### config.mk
export PLATFORM = sky130hd
export DESIGN_NAME = tdm_demux
export DESIGN_NICKNAME = d
export VERILOG_FILES = /design/src/rtl/tdm_demux.sv
export SDC_FILE = /design/constraint.sdc
export NUM_CORES = 1
export LEC_CHECK = 0
export ABC_AREA = 1
export CAP_MARGIN = 5
export CORE_MARGIN = 5
export CORE_UTILIZATION = 45
export CTS_CLUSTER_DIAMETER = 40
export DETAILED_ROUTE_END_ITERATION = 16
export PLACE_DENSITY = 0.81
export RECOVER_POWER = 100
export SETUP_SLACK_MARGIN = 0.5
export SLEW_MARGIN = 10
export SYNTH_ARGS = -nofsm -noshare
export SYNTH_HDL_FRONTEND = slang
export SYNTH_SLANG_ARGS = --single-unit
### constraint.sdc
create_clock -name clk -period 2.1 [get_ports clk]
set_input_delay 0.525 -clock clk [delete_from_list [all_inputs] [get_ports clk]]
set_output_delay 0.525 -clock clk [all_outputs]
set_load 0.02 [all_outputs]
### src/rtl/tdm_demux.sv
// tdm_demux - time-division demultiplexer with frame-alignment tracking.
//
// Splits one interleaved word stream (NUM_CH slots per frame, slot 0 marked by
// in_sof) into NUM_CH registered channel outputs, each with a one-cycle
// update strobe. A two-state lock FSM (HUNT / LOCKED) follows frame alignment:
// an early SOF resynchronises in place, a missing SOF drops back to HUNT.
//
// Ports:
//   clk          rising-edge clock
//   rst          asynchronous, active-high reset
//   in_valid     input word present this cycle
//   in_data      slot word (WIDTH bits)
//   in_sof       slot-0 marker, qualified by in_valid
//   out_data     channel i at bits [i*WIDTH +: WIDTH], holds last value
//   out_valid    bit i pulses when channel i is written
//   frame_valid  pulses when the last slot of an aligned frame is written
//   locked       high while in LOCKED
//   sync_err     pulses on an early or missing SOF
//   err_cnt      saturating sync_err count (only with TDM_DEMUX_ERR_CNT_EN)
//
// Optional feature macro: TDM_DEMUX_ERR_CNT_EN (adds err_cnt port/register).

module tdm_demux #(
  parameter int WIDTH  = 8,
  parameter int NUM_CH = 2
) (
  input  logic                    clk,
  input  logic                    rst,
  input  logic                    in_valid,
  input  logic [WIDTH-1:0]        in_data,
  input  logic                    in_sof,
  output logic [NUM_CH*WIDTH-1:0] out_data,
  output logic [NUM_CH-1:0]       out_valid,
  output logic                    frame_valid,
  output logic                    locked,
`ifdef TDM_DEMUX_ERR_CNT_EN
  output logic [7:0]              err_cnt,
`endif
  output logic                    sync_err
);

  localparam int SW = $clog2(NUM_CH);
  localparam logic [SW-1:0] LAST_SLOT = SW'(NUM_CH - 1);
  localparam logic [SW-1:0] ONE_SLOT  = SW'(1);

  typedef enum logic {HUNT = 1'b0, LOCKED = 1'b1} state_t;

  state_t            state_reg, state_next;
  logic [SW-1:0]     slot_reg, slot_next;
  logic              wr_en;
  logic [SW-1:0]     wr_ch;
  logic              frame_next;
  logic              err_next;
  logic [NUM_CH-1:0] valid_next;
  logic [NUM_CH-1:0] valid_reg;
  logic              frame_reg;
  logic              err_reg;

  // State and slot counter register.
  always_ff @(posedge clk or posedge rst) begin
    if (rst) begin
      state_reg <= HUNT;
      slot_reg  <= '0;
    end else begin
      state_reg <= state_next;
      slot_reg  <= slot_next;
    end
  end

  // Next-state logic; decides which channel (if any) this beat writes.
  always_comb begin
    state_next = state_reg;
    slot_next  = slot_reg;
    wr_en      = 1'b0;
    wr_ch      = '0;
    frame_next = 1'b0;
    err_next   = 1'b0;
    if (in_valid) begin
      case (state_reg)
        HUNT: begin
          if (in_sof) begin
            wr_en      = 1'b1;
            slot_next  = ONE_SLOT;
            state_next = LOCKED;
          end
        end
        LOCKED: begin
          if (in_sof) begin
            // Early SOF flags an error but is still taken as slot 0.
            err_next  = (slot_reg != '0);
            wr_en     = 1'b1;
            slot_next = ONE_SLOT;
          end else if (slot_reg == '0) begin
            // Slot 0 arrived without its marker: alignment lost.
            err_next   = 1'b1;
            state_next = HUNT;
          end else begin
            wr_en      = 1'b1;
            wr_ch      = slot_reg;
            frame_next = (slot_reg == LAST_SLOT);
            slot_next  = (slot_reg == LAST_SLOT) ? '0 : slot_reg + ONE_SLOT;
          end
        end
        default: state_next = HUNT;
      endcase
    end
  end

  // Per-channel data registers; only the addressed channel loads.
  genvar gi;
  generate
    for (gi = 0; gi < NUM_CH; gi++) begin : g_ch
      logic [WIDTH-1:0] ch_reg;
      assign valid_next[gi] = wr_en && (wr_ch == SW'(gi));
      always_ff @(posedge clk or posedge rst) begin
        if (rst) begin
          ch_reg <= '0;
        end else if (valid_next[gi]) begin
          ch_reg <= in_data;
        end
      end
      assign out_data[gi*WIDTH +: WIDTH] = ch_reg;
    end
  endgenerate

  // Strobe registers, coincident with the data update of the same beat.
  always_ff @(posedge clk or posedge rst) begin
    if (rst) begin
      valid_reg <= '0;
      frame_reg <= 1'b0;
      err_reg   <= 1'b0;
    end else begin
      valid_reg <= valid_next;
      frame_reg <= frame_next;
      err_reg   <= err_next;
    end
  end

  assign out_valid   = valid_reg;
  assign frame_valid = frame_reg;
  assign sync_err    = err_reg;
  assign locked      = (state_reg == LOCKED);

`ifdef TDM_DEMUX_ERR_CNT_EN
  logic [7:0] err_cnt_reg;
  always_ff @(posedge clk or posedge rst) begin
    if (rst) begin
      err_cnt_reg <= '0;
    end else if (err_next && (err_cnt_reg != 8'hFF)) begin
      err_cnt_reg <= err_cnt_reg + 8'd1;
    end
  end
  assign err_cnt = err_cnt_reg;
`endif

endmodule

==> metrics.csv <==
stage,metric,value,unit
sta,achievable frequency,557.6,MHz
setup_path,Critical Path End Type,flip-flop,
clocking,Num CTS Buffers,3,
route,Remaining DRCs,0,
setup_path,Critical Path AT,1.99,ns
setup_path,R2R Path End,g_ch[0].ch_reg[1],
sta,Fin. Hold Viols,0,
worst_hold_path,HP Start,g_ch[0].ch_reg[7],
synth,Mapped Cells,93,
route,vias per cell,4.994,
clocking,CTS Sinks,22,
route,drt pass-1 iters,4,
die,Row Count,16,
synth,synth warn,0,
place,PortBufs,32,
sta,Slew headroom,0.7441,
route,Vias,804,
global_route,first-pass GRT wire length,3222,microns
status,status,"finished, final reports clean",
place,estimated wirelength of the detail-placed design,1558,microns
sta,Hold Slack,0.4804,ns
cells_and_area,area grow syn2layout,50.00,%
cells_and_area,layout cells sized above 1,0.1269,
synth,syn nets,107,
sta,number of max-slew violations in the final report,0,
die,Starting Density,0.4609,
setup_path,flop2flop setup slack,0.72,ns
sta,setup total negative slack,0,ns
clocking,Clock Pin Slew Worst Setup and Hold Paths,0.12,ns
cells_and_area,Multi-input gate area,321.6,sq um
pwr,P_leak,0.7373,nW
clocking,CTS tree,done,
cells_and_area,sequential cell area,551.8,sq um
cells_and_area,max FFs per register,16,
synth,#FFs+latches synth,22,
die,Top Ports,33,
worst_hold_path,WHS Path Cells,2,
route,First DRT Iteration DRCs,18,
global_route,GRT Total Usage,0.1474,
clocking,htree depth,1,
sta,RSZ-0062 raised after global routing,true,
pwr,PwrDens,1064,mW/mm^2
worst_hold_path,Hold Path End,g_ch[0].ch_reg[7],
route,Post-DRT Antenna Nets,0,
worst_hold_path,Min-Delay Path Class,flip-flop to flip-flop,
setup_path,critical path class,primary input to flip-flop,
synth,Mean Syn Cell Area,9.525,sq um
die,core area,0.001922,sq mm
sta,Clock Skew,0.005964,ns
global_route,initial antenna violation count,0,
global_route,GRT overflow,0,
clocking,root buf cell,clkbuf_4,
sta,Tightest Pin Transition,0.3839,ns
synth,"Seq/Total Area, Yosys",0.6215,
setup_path,"Max FO, Critical Path",5,
setup_path,Critical R2R Launch,locked,
sta,post-layout min period,1.793,ns
sta,period utilization,0.8540,
setup_path,R2R depth,6,
cells_and_area,final core occ,0.6914,
pwr,VDD IR max,0.0006843,V
global_route,vias in the first global route,717,
synth,Mapped Area,885.9,sq um
clocking,Max Root-Sink Buffers,2,
setup_path,CP startpoint kind,primary input,
clocking,Clock Latency Late Sink,0.30,ns
job,max-cap viol count,0,
route,Avg WL per Cell,13.03,microns
sta,Final setup viols,0,
cells_and_area,# diodes,0,
die,DIE AREA,0.002956,sq mm
place,routability congestion estimate,0.8175,
cells_and_area,Final nets,149,
global_route,pin count of the biggest net entering global routing,23,
setup_path,Critical Path RT,2.30,ns
clocking,CTS Hold Buffers Added,0,
route,Routed WL,2098,microns
die,Die Y,54.37,microns
synth,synth unique cells,13,
die,Die X,54.37,microns
cells_and_area,filler instances,167,
-- layer usage --
layer | track usage | wire, microns
met5 | 0 | 0
met1 | 0.1796 | 824
met2 | 0.2729 | 1122
met3 | 0.01907 | 113
met4 | 0.03320 | 37
-- how the worst max path moves through the flow --
stage / start / to / slack, ns / depth (start not counted)
5_1_grt: in_sof / g_ch[0].ch_reg[1] / 0.29 / 7
6_report: in_sof / g_ch[1].ch_reg[6] / 0.31 / 7
3_5_place_dp: in_sof / g_ch[1].ch_reg[2] / 0.11 / 8
4_1_cts: in_sof / g_ch[1].ch_reg[2] / 0.41 / 8
2_1_floorplan: in_sof / g_ch[0].ch_reg[0] / 0.78 / 6
3_3_place_gp: in_sof / g_ch[1].ch_reg[2] / 0.19 / 8
-- metrics by stage --
step / cell area (sq um) / total power [mW] / std cells / setup slack [ns]
2_1_floorplan: 885.9 / 0.8824 / 93 / 0.7754
3_3_place_gp: 1257 / 1.171 / 154 / 0.1861
3_5_place_dp: 1257 / 1.181 / 154 / 0.1135
4_1_cts: 1284 / 1.403 / 158 / 0.4124
5_1_grt: 1329 / 1.503 / 161 / 0.2926
6_report: 1329 / 1.414 / 161 / 0.3067
-- final cells by class --
type / count / area share
Sequential cell: 22 / 0.4153
Inverter: 8 / 0.02448
Clock buffer: 3 / 0.01695
Timing Repair inverter: 1 / 0.003766
Clock inverter: 1 / 0.02260
Tap cell: 27 / 0.02542
Multi-Input combinational cell: 62 / 0.2420
Timing Repair Buffer: 37 / 0.2495
-- repair_timing --
action | 4_1_cts | 5_1_grt
buffers inserted | 0 | 1
setup endpoints to repair | 29 | 19
cloned | 0 | 2
gates resized for setup | 21 | 8
hold endpoints to repair | 0 | 0
-- cells in the final DEF (no fill, tap or decap) --
master	count
dfrtp_2	1
inv_4	1
inv_2	1
dlygate4sd3_1	2
dlygate4sd2_1	20
clkbuf_4	3
o21ai_0	2
nand4_1	8
clkinvlp_2	1
dfrtp_1	21
ha_1	2
nand2_2	1
nand3_2	1
nand3_4	1
buf_4	4
clkdlybuf4s50_1	8
inv_1	6
bufinv_16	1
nor2_1	1
nand4_4	1
nand2_1	44
nand4_2	1
dlymetal6s2s_1	1
clkbuf_1	1
clkdlybuf4s25_1	1
-- synth_stat cells --
| cell type | n | area, sq um |
|---|---|---|
| buf_4 | 1 | 7.510 |
| clkbuf_2 | 1 | 5.000 |
| dfrtp_1 | 22 | 550.5 |
| ha_1 | 2 | 25.02 |
| inv_1 | 7 | 26.28 |
| inv_2 | 1 | 3.750 |
| nand2_1 | 44 | 165.2 |
| nand2_2 | 1 | 6.260 |
| nand3_2 | 2 | 20.02 |
| nand4_1 | 8 | 50.05 |
| nand4_2 | 1 | 12.51 |
| nor2_1 | 1 | 3.750 |
| o21ai_0 | 2 | 10.01 |
-- worst max-delay path, stage by stage --
cell and delay [ns]:
dlygate4sd3_1 0.56, inv_1 0.08, ha_1 0.28, nand4_4 0.16, clkinvlp_2 0.19, nand2_1 0.13
nand2_1 0.06
-- kinds of logic after synthesis --
kind of cell    Yosys count  share of synthesized area
fa+ha+maj                 2                    0.02824
flops                    22                     0.6215
simple gates             57                     0.2910
buf+inv                  10                    0.04802
compound gates            2                    0.01130
-- power breakdown --
| part | total [mW] | internal (mW) | switching, mW | leakage, nW |
|---|---|---|---|---|
| clock network | 0.314 | 0.193 | 0.121 | 0.0279 |
| logic | 0.509 | 0.195 | 0.314 | 0.435 |
| registers | 0.592 | 0.537 | 0.0549 | 0.275 |
Note: power is estimated with default switching activity, not from simulation.
